--- config.mk ---
export PLATFORM = sky130hd
export DESIGN_NAME = stoch_im2col_sequencer
export DESIGN_NICKNAME = d
export VERILOG_FILES = /design/src/rtl/stoch_im2col_sequencer.sv
export SDC_FILE = /design/constraint.sdc
export NUM_CORES = 1
export LEC_CHECK = 0
export ABC_AREA = 1
export BUFFER_PORTS_ARGS = -buffer_cell sky130_fd_sc_hd__buf_2
export CAP_MARGIN = 20
export CELL_PAD_IN_SITES_DETAIL_PLACEMENT = 0
export CELL_PAD_IN_SITES_GLOBAL_PLACEMENT = 2
export CORE_MARGIN = 2
export CORE_UTILIZATION = 29
export CTS_CLUSTER_DIAMETER = 60
export DETAILED_ROUTE_END_ITERATION = 10
export PLACE_DENSITY = 0.75
export SKIP_LAST_GASP = 1
export SLEW_MARGIN = 25
export SYNTH_ARGS = -nofsm -noshare
export SYNTH_HDL_FRONTEND = slang
export SYNTH_SLANG_ARGS = --single-unit
--- constraint.sdc ---
create_clock -name CLK -period 3.5 [get_ports CLK]
set_input_delay 0 -clock CLK [delete_from_list [all_inputs] [get_ports CLK]]
set_output_delay 0 -clock CLK [all_outputs]
set_load 0.02 [all_outputs]
--- src/rtl/stoch_im2col_sequencer.sv ---
// Frame sequencer for the stochastic signed im2col datapath: one patch descriptor per beat.
// Optional stall counter output enabled by STOCH_IM2COL_SEQ_PERF_EN.
module stoch_im2col_sequencer #(
    parameter int IM_HEIGHT  = 12,
    parameter int IM_WIDTH   = 12,
    parameter int KERNEL_H   = 3,
    parameter int KERNEL_W   = 3,
    parameter int PAD_H      = 2,
    parameter int PAD_W      = 2,
    parameter int STRIDE_H   = 1,
    parameter int STRIDE_W   = 1,
    parameter int STREAM_LEN = 256,
    localparam int OUT_H      = (IM_HEIGHT + 2*PAD_H - KERNEL_H) / STRIDE_H + 1,
    localparam int OUT_W      = (IM_WIDTH + 2*PAD_W - KERNEL_W) / STRIDE_W + 1,
    localparam int COL_HEIGHT = OUT_H * OUT_W,
    localparam int NTAP       = KERNEL_H * KERNEL_W,
    localparam int RW         = $clog2(IM_HEIGHT + PAD_H) + 1,
    localparam int CW         = $clog2(IM_WIDTH + PAD_W) + 1,
    localparam int RIW        = (COL_HEIGHT > 1) ? $clog2(COL_HEIGHT) : 1,
    localparam int BW         = (STREAM_LEN > 1) ? $clog2(STREAM_LEN) : 1
) (
    input  logic                 CLK,
    input  logic                 RST,
    input  logic                 start,
    output logic                 busy,
    output logic                 done,
    output logic                 out_valid,
    input  logic                 out_ready,
    output logic signed [RW-1:0] win_row,
    output logic signed [CW-1:0] win_col,
    output logic [RIW-1:0]       row_idx,
    output logic [NTAP-1:0]      tap_mask,
    output logic [BW-1:0]        bit_idx,
    output logic                 last_row,
    output logic                 last_bit
`ifdef STOCH_IM2COL_SEQ_PERF_EN
    ,
    output logic [31:0]          stall_cnt
`endif
);

    localparam int XW = (OUT_W > 1) ? $clog2(OUT_W) : 1;
    localparam int YW = (OUT_H > 1) ? $clog2(OUT_H) : 1;

    typedef enum logic [1:0] {IDLE, RUN, DONE} state_t;
    state_t state;

    logic [XW-1:0]        ox_q, nx;
    logic [YW-1:0]        oy_q, ny;
    logic [BW-1:0]        bit_q, nb;
    logic                 fire, load;
    logic signed [RW-1:0] nwr;
    logic signed [CW-1:0] nwc;
    logic [NTAP-1:0]      nmask;
    logic [RIW-1:0]       nrow;
    int                   wr, wc;

    // Next-position counters and the descriptor derived from them; outside RUN they point at the origin.
    always_comb begin
        fire = out_valid && out_ready;
        nx   = ox_q;
        ny   = oy_q;
        nb   = bit_q;
        if (state != RUN) begin
            nx = '0;
            ny = '0;
            nb = '0;
        end else if (fire) begin
            if (ox_q == XW'(OUT_W - 1)) begin
                nx = '0;
                if (oy_q == YW'(OUT_H - 1)) begin
                    ny = '0;
                    nb = bit_q + 1'b1;
                end else begin
                    ny = oy_q + 1'b1;
                end
            end else begin
                nx = ox_q + 1'b1;
            end
        end
        wr    = int'(ny) * STRIDE_H - PAD_H;
        wc    = int'(nx) * STRIDE_W - PAD_W;
        nwr   = RW'(wr);
        nwc   = CW'(wc);
        nrow  = RIW'(int'(nx) + int'(ny) * OUT_W);
        nmask = '0;
        for (int unsigned kr = 0; kr < KERNEL_H; kr++) begin
            for (int unsigned kc = 0; kc < KERNEL_W; kc++) begin
                if ((wr + int'(kr) >= 0) && (wr + int'(kr) < IM_HEIGHT) &&
                    (wc + int'(kc) >= 0) && (wc + int'(kc) < IM_WIDTH))
                    nmask = nmask | (NTAP'(1) << (kc + kr * KERNEL_W));
            end
        end
        load = ((state == IDLE) && start) ||
               ((state == RUN) && fire && !(last_row && last_bit));
    end

    always_ff @(posedge CLK) begin
        if (RST) begin
            state     <= IDLE;
            busy      <= 1'b0;
            done      <= 1'b0;
            out_valid <= 1'b0;
            ox_q      <= '0;
            oy_q      <= '0;
            bit_q     <= '0;
            win_row   <= '0;
            win_col   <= '0;
            row_idx   <= '0;
            tap_mask  <= '0;
            bit_idx   <= '0;
            last_row  <= 1'b0;
            last_bit  <= 1'b0;
        end else begin
            case (state)
                IDLE: begin
                    done <= 1'b0;
                    if (start) begin
                        state     <= RUN;
                        busy      <= 1'b1;
                        out_valid <= 1'b1;
                    end
                end
                RUN: begin
                    if (fire && last_row && last_bit) begin
                        state     <= DONE;
                        busy      <= 1'b0;
                        out_valid <= 1'b0;
                        done      <= 1'b1;
                    end
                end
                DONE: begin
                    done  <= 1'b0;
                    state <= IDLE;
                end
                default: state <= IDLE;
            endcase
            if (load) begin
                ox_q     <= nx;
                oy_q     <= ny;
                bit_q    <= nb;
                win_row  <= nwr;
                win_col  <= nwc;
                row_idx  <= nrow;
                tap_mask <= nmask;
                bit_idx  <= nb;
                last_row <= (nrow == RIW'(COL_HEIGHT - 1));
                last_bit <= (nb == BW'(STREAM_LEN - 1));
            end
        end
    end

`ifdef STOCH_IM2COL_SEQ_PERF_EN
    always_ff @(posedge CLK) begin
        if (RST)
            stall_cnt <= '0;
        else if ((state == IDLE) && start)
            stall_cnt <= '0;
        else if ((state == RUN) && out_valid && !out_ready && (stall_cnt != '1))
            stall_cnt <= stall_cnt + 1'b1;
    end
`endif

endmodule

==> results of run 1 <==
## layout make-up
| cell class | instances | area, um2 | area share, % |
|---|---|---|---|
| inverters | 59 | 226.5 | 6.241 |
| multi-input cells | 302 | 1836 | 50.59 |
| clock buffers | 6 | 72.57 | 2.000 |
| flip-flops and latches | 46 | 924.6 | 25.48 |
| well taps | 136 | 170.2 | 4.690 |
| repair buffers | 62 | 361.6 | 9.966 |
| clock inverters | 2 | 37.54 | 1.034 |
## final timing paths
| kind | end |
|---|---|
| worst max-delay path | last_row |
| worst min-delay path | out_valid |
| worst max register to register | last_row |
| worst min register to register | done |
## cell usage after synthesis
| master | count |
|---|---|
| inv_4 | 1 |
| o211ai_1 | 1 |
| nor2_1 | 39 |
| buf_2 | 2 |
| inv_1 | 55 |
| dfxtp_1 | 46 |
| xor2_1 | 7 |
| buf_6 | 1 |
| buf_1 | 1 |
| nor3b_1 | 1 |
| a31o_2 | 1 |
| fa_1 | 5 |
| a211oi_1 | 2 |
| ha_1 | 21 |
| a21boi_0 | 1 |
| nand2_4 | 4 |
| nand3b_1 | 1 |
| nand4_1 | 7 |
| nor2_2 | 6 |
| o21ai_0 | 32 |
| a21oi_2 | 3 |
| nor2_8 | 3 |
| clkbuf_1 | 7 |
| a21oi_1 | 37 |
| nand3_1 | 20 |
| a21oi_4 | 1 |
| nand3_4 | 1 |
| nand3_2 | 3 |
| xnor2_1 | 2 |
| inv_2 | 3 |
| nand2_2 | 3 |
| nand2_1 | 88 |
| buf_4 | 4 |
| nor3_1 | 7 |
| o21bai_1 | 4 |
| or2_2 | 2 |
## tightest hold or removal path, cell delays in order
cell and delay [ns]:
buf_2 0.09, nand2_1 0.11, a21oi_1 0.08
## flip-flops by register name (all words and copies together), names as in the netlist, 2 cells and up
| name | cells |
|---|---|
| bit_q | 8 |
| ox_q | 3 |
| oy_q | 3 |
| row_idx | 7 |
| state | 2 |
| tap_mask | 9 |
| win_col | 5 |
| win_row | 5 |
## per-layer routing
layer	vias to the layer above	wire (um)	GRT usage, %
met5	-	0	0
met2	43	3599	23.55
met1	1257	3848	19.27
met4	0	165	5.545
li1	1451	-	-
met3	9	197	2.391
## stage by stage
stage	util, %	instance area (um2)	setup WS (ns)
6_report	35.47	3628	0.1954
5_1_grt	35.47	3628	-0.05157
4_1_cts	34.93	3573	0.01095
3_5_place_dp	33.74	3452	0.01037
3_3_place_gp	33.74	3452	0.05935
2_1_floorplan	-	3020	0.03888
## repair_timing
item,CTS,global route
pin swaps,0,3
buffers inserted,1,1
setup endpoints to repair,2,4
resized for setup,1,18
## cell families (layout without fill, tap and decap cells)
group / count (synthesis) / count (layout) / share of synthesized area, %
fa+ha+maj: 26 / 26 / 12.03
buf+inv: 74 / 129 / 10.12
simple gates: 185 / 185 / 29.57
flops: 46 / 46 / 30.53
xor+xnor: 9 / 9 / 2.613
compound gates: 82 / 82 / 15.14
## power groups by stage
stage	clock, mW	combinational, mW	sequential, mW
6_report	0.413	0.310	0.582
5_1_grt	0.449	0.349	0.588
4_1_cts	0.431	0.310	0.581
3_5_place_dp	0	0.307	0.593
3_3_place_gp	0	0.308	0.592
2_1_floorplan	0	0.186	0.622
==> impl_metrics.csv, run 1 <==
group,metric,value,unit
power,combPwrFrac,23.7,%
cells_and_area,final_cells,613,
floorplan,fp.dieW,106.0,um
sta,finalSetupViolations,0,
setup_path,crit_slowest_cell,"fa_1",
grt,grt_pass1_vias,2674,
power,p_leak,1.813,nW
sta,slew-limit-headroom,52.07,%
hold_path,min_path_cells,3,
setup_path,start_kind,"flip-flop",
sta,hold_violations,0,
sta,fin_crit,3.305,ns
setup_path,cp-end-kind,"flip-flop",
clock_network,htree_levels,2,
clock_network,clockRootBuffer,"clkbuf_8",
clock_network,clock_latency,0.31,ns
sta,max_freq,302.6,MHz
logic_synthesis,synth_seq_cells,46,
status,status,"finished clean",
setup_path,r2r-start,"ox_q[1]",
setup_path,slowest_delay,0.52,ns
hold_path,min_from,"start",
power,clkPwrFrac,31.6,%
floorplan,std_cell_rows,37,
detailed_routing,drt_wl_total,7811,um
floorplan,io_pins,44,
grt,overflow,0,
clock_network,cts_tree,"built",
setup_path,ff2ff_path_depth,18,
sta,rsz0062_at_grt,"true",
sta,finalMaxSlewViolations,0,
cells_and_area,final_cell_mix,"nand2_1, inv_1, dfxtp_1, buf_2, nor2_1",
logic_synthesis,yosysUniqueCellTypes,36,
sta,period_share,94.42,%
sta,skew,0.01256,ns
cells_and_area,area_growth,20.28,%
power,p_total,1.305,mW
setup_path,crit_family,"adder cells",
sta,whs,0.01594,ns
setup_path,cp.depth,18,
setup_path,crit_chain,"inv_4 > ha_4 > nand3_4 > nor2_8 > a21oi_4 > a21boi_2 > o21ai_2 > fa_1 > inv_1 > ha_2 > fa_1 > inv_2 > or2_4 > nor2_1 > nand2_1 > xor2_2 > nand4_1 > a21oi_1",
clock_network,cts_hold_buf,0,
power,cellPowerDensity,359.7,nW/um2
placement,placed_cells,603,
setup_path,critical_path_class,"flip-flop to flip-flop",
job,drv_cap,0,
sta,setup_tns,0,ns
setup_path,crit_buf_inv,3,
power,power.internal,0.8770,mW
cells_and_area,fill_cells,1126,
cells_and_area,antennaDiodeCount,0,
floorplan,die_area,11230,um2
setup_path,reg2reg_slack,0.20,ns
logic_synthesis,yosys.area.top_type_share,30.53,%
grt,grt_pass1_wl,12990,um
power,ir_drop,0.1679,mV
placement,numPortBuffers,43,
detailed_routing,drt_iter0_drc,89,
sta,worst_slew_pin_slew,0.7181,ns
logic_synthesis,synth_warnings,0,
cells_and_area,final_common_cell,"nand2_1",
detailed_routing,ant_nets,0,
clock_network,numCtsBuffers,5,
hold_path,min_path_type,"primary input to flip-flop",
setup_path,arrival,3.54,ns
grt,antenna_found_initial,0,
placement,dpl.hpwl,5931,um
clock_network,cts_sinks,46,
detailed_routing,drc,0,
detailed_routing,wl_per_cell,12.74,um
logic_synthesis,seq_area_frac_synth,30.53,%
cells_and_area,nets,506,
logic_synthesis,yosys.area.top_type,"dfxtp_1",
setup_path,path_max_fanout,6,
setup_path,required,3.73,ns
cells_and_area,drive_above_1_share,24.32,%
setup_path,cp_common_cell,"fa_1",
power,seqPwrFrac,44.6,%
logic_synthesis,synth.area.top_cells,"dfxtp_1, nand2_1, ha_1, inv_1, a21oi_1",
clock_network,clock_path_buffers,2,
clock_network,clk_pin_slew,0.10,ns
grt,track_usage,14.49,%
floorplan,die_h,106.0,um
logic_synthesis,syn_area,3017,um2
detailed_routing,vias,2760,
floorplan,start_util,29.49,%
power,p_sw,0.4282,mW
detailed_routing,detail_route.vias_per_cell,4.502,
placement,gp_congestion,0.8019,
detailed_routing,drt_pass1_iterations,4,
logic_synthesis,syn_inst,422,
floorplan,core_area,10230,um2
power,switching_share,32.81,%
logic_synthesis,syn_nets,452,
logic_synthesis,syn_avg_cell_area,7.148,um2
grt,grt_max_degree,42,
setup_path,crit_path_start,"ox_q[1]",
Note: power is estimated with default switching activity, not from simulation.
==> run 2, diff against run 1 <==
--- a/config.mk
+++ b/config.mk
@@ -11,10 +11,10 @@
 export CELL_PAD_IN_SITES_DETAIL_PLACEMENT = 0
 export CELL_PAD_IN_SITES_GLOBAL_PLACEMENT = 2
 export CORE_MARGIN = 2
-export CORE_UTILIZATION = 29
+export CORE_UTILIZATION = 32
 export CTS_CLUSTER_DIAMETER = 60
 export DETAILED_ROUTE_END_ITERATION = 10
-export PLACE_DENSITY = 0.75
+export PLACE_DENSITY = 0.78
 export SKIP_LAST_GASP = 1
 export SLEW_MARGIN = 25
 export SYNTH_ARGS = -nofsm -noshare
==> constraint.sdc (replaced) <==
create_clock -name CLK -period 3.51 [get_ports CLK]
set_input_delay 0 -clock CLK [delete_from_list [all_inputs] [get_ports CLK]]
set_output_delay 0 -clock CLK [all_outputs]
set_load 0.02 [all_outputs]
==> impl_metrics.csv, run 2 (same netlist as run 1, synthesis figures left out) <==
group,metric,value,unit
grt,grt_pass1_wl,13180,um
sta,hold_violations,0,
setup_path,reg2reg_slack,0.19,ns
sta,setup_tns,0,ns
detailed_routing,ant_nets,0,
job,drv_cap,0,
placement,gp_congestion,0.8856,
setup_path,r2r-start,"ox_q[1]",
setup_path,arrival,3.56,ns
cells_and_area,top_regs,"tap_mask (9), bit_q (8), row_idx (7)",
cells_and_area,final_cells,591,
clock_network,cts_hold_buf,0,
setup_path,path_max_fanout,5,
cells_and_area,antennaDiodeCount,0,
hold_path,min_path_cells,3,
sta,worst_slew_pin_slew,0.6905,ns
floorplan,die_h,101.1,um
cells_and_area,largest_reg_flops,9,
power,ir_drop,0.1521,mV
detailed_routing,drt_wl_total,7985,um
placement,place_area,3421,um2
detailed_routing,drt_iter0_drc,72,
cells_and_area,final_common_cell,"nand2_1",
sta,fin_crit,3.318,ns
hold_path,min_path_type,"primary input to flip-flop",
grt,track_usage,16.44,%
clock_network,htree_levels,2,
sta,skew,0.009585,ns
clock_network,clk_pin_slew,0.10,ns
cells_and_area,multi_input_area,1856,um2
clock_network,clockRootBuffer,"clkbuf_8",
power,p_leak,1.820,nW
grt,grt_pass1_vias,2725,
floorplan,fp.dieW,101.1,um
sta,max_freq,301.4,MHz
sta,period_share,94.52,%
cells_and_area,fill_cells,970,
cells_and_area,final_cell_mix,"nand2_1, inv_1, dfxtp_1",
cells_and_area,drive_above_1_share,24.58,%
setup_path,critical_path_class,"flip-flop to flip-flop",
floorplan,start_util,32.80,%
setup_path,r2r_end,"last_row",
detailed_routing,drc,0,
placement,numPortBuffers,43,
clock_network,clock_path_buffers,2,
clock_network,clock_latency,0.31,ns
detailed_routing,vias,2780,
setup_path,start_kind,"flip-flop",
cells_and_area,nets,509,
grt,antenna_found_initial,0,
status,status,"finished clean",
setup_path,required,3.75,ns
floorplan,die_area,10220,um2
floorplan,io_pins,44,
sta,rsz0062_at_grt,"false",
cells_and_area,regMostFlops,"tap_mask",
detailed_routing,drt_pass1_iterations,4,
placement,placed_cells,578,
floorplan,std_cell_rows,35,
grt,overflow,0,
floorplan,core_area,9196,um2
clock_network,cts_sinks,46,
sta,whs,0.01347,ns
detailed_routing,wl_per_cell,13.51,um
clock_network,numCtsBuffers,5,
setup_path,ff2ff_path_depth,18,
sta,finalSetupViolations,0,
hold_path,hold_end,"out_valid",
sta,slew-limit-headroom,53.92,%
setup_path,cp-end-kind,"flip-flop",
detailed_routing,detail_route.vias_per_cell,4.704,
cells_and_area,area_growth,19.74,%
cells_and_area,fin_area,3612,um2
hold_path,min_from,"start",
cells_and_area,regArea,923.4,um2
power,cellPowerDensity,341.5,nW/um2
clock_network,cts_tree,"built",
grt,grt_max_degree,42,
placement,dpl.hpwl,5856,um
sta,finalMaxSlewViolations,0,
[run 2: power by group]
part | internal, mW | total [mW] | switching (mW) | leakage (nW)
Combinational | 0.108 | 0.316 | 0.208 | 1.40
Clock | 0.141 | 0.338 | 0.197 | 0.0452
Sequential | 0.555 | 0.579 | 0.0239 | 0.378
[run 2: timing repair]
action,CTS,global route
setup buffers,2,3
resized for setup,1,18
pin swaps,0,3
cloned,0,0
setup endpoints to repair,1,2
[run 2: layout make-up]
cell class	count	area share (%)
multi-input combinational	302	51.37
sequential	46	25.56
timing repair buffer	65	10.63
inverter	59	6.200
tap	111	3.845
clock buffer	6	2.009
clock inverter	2	0.3810
[run 2: layer usage]
| metal | global-route usage [%] | vias up | share of wire (%) |
|---|---|---|---|
| li1 | - | 1463 | - |
| met1 | 20.79 | 1275 | 47 |
| met2 | 29.19 | 33 | 49 |
| met3 | 2.219 | 9 | 2.0 |
| met4 | 4.366 | 0 | 1.3 |
| met5 | 0 | - | 0 |
[run 2: worst max path at each step]
stage / start / to
final: ox_q[1] / last_row
after global routing: oy_q[1] / row_idx[7]
after CTS: ox_q[1] / last_row
after detailed placement: ox_q[1] / last_row
after global placement: ox_q[1] / last_row
after floorplan: oy_q[1] / last_row
[run 2: stage by stage]
step / power (mW) / setup slack, ns / utilization, %
2_1_floorplan: 0.8058 / 0.04888 / -
3_3_place_gp: 0.8948 / 0.05828 / 37.20
3_5_place_dp: 0.8957 / 0.01052 / 37.20
4_1_cts: 1.244 / 0.01320 / 38.34
5_1_grt: 1.310 / 0.02637 / 39.28
6_report: 1.234 / 0.1923 / 39.28
[run 2: critical path: stages, from the launching register on]
cell	delay, ns
dfxtp_2	0.34
inv_2	0.05
ha_4	0.16
nand3_4	0.10
nor2_8	0.07
a21oi_4	0.13
a21boi_4	0.21
o21ai_4	0.10
fa_1	0.52
inv_1	0.05
ha_2	0.17
fa_1	0.48
inv_1	0.07
or2_4	0.26
nor2_2	0.07
nand2_1	0.08
xor2_2	0.17
nand4_1	0.09
a21oi_1	0.12
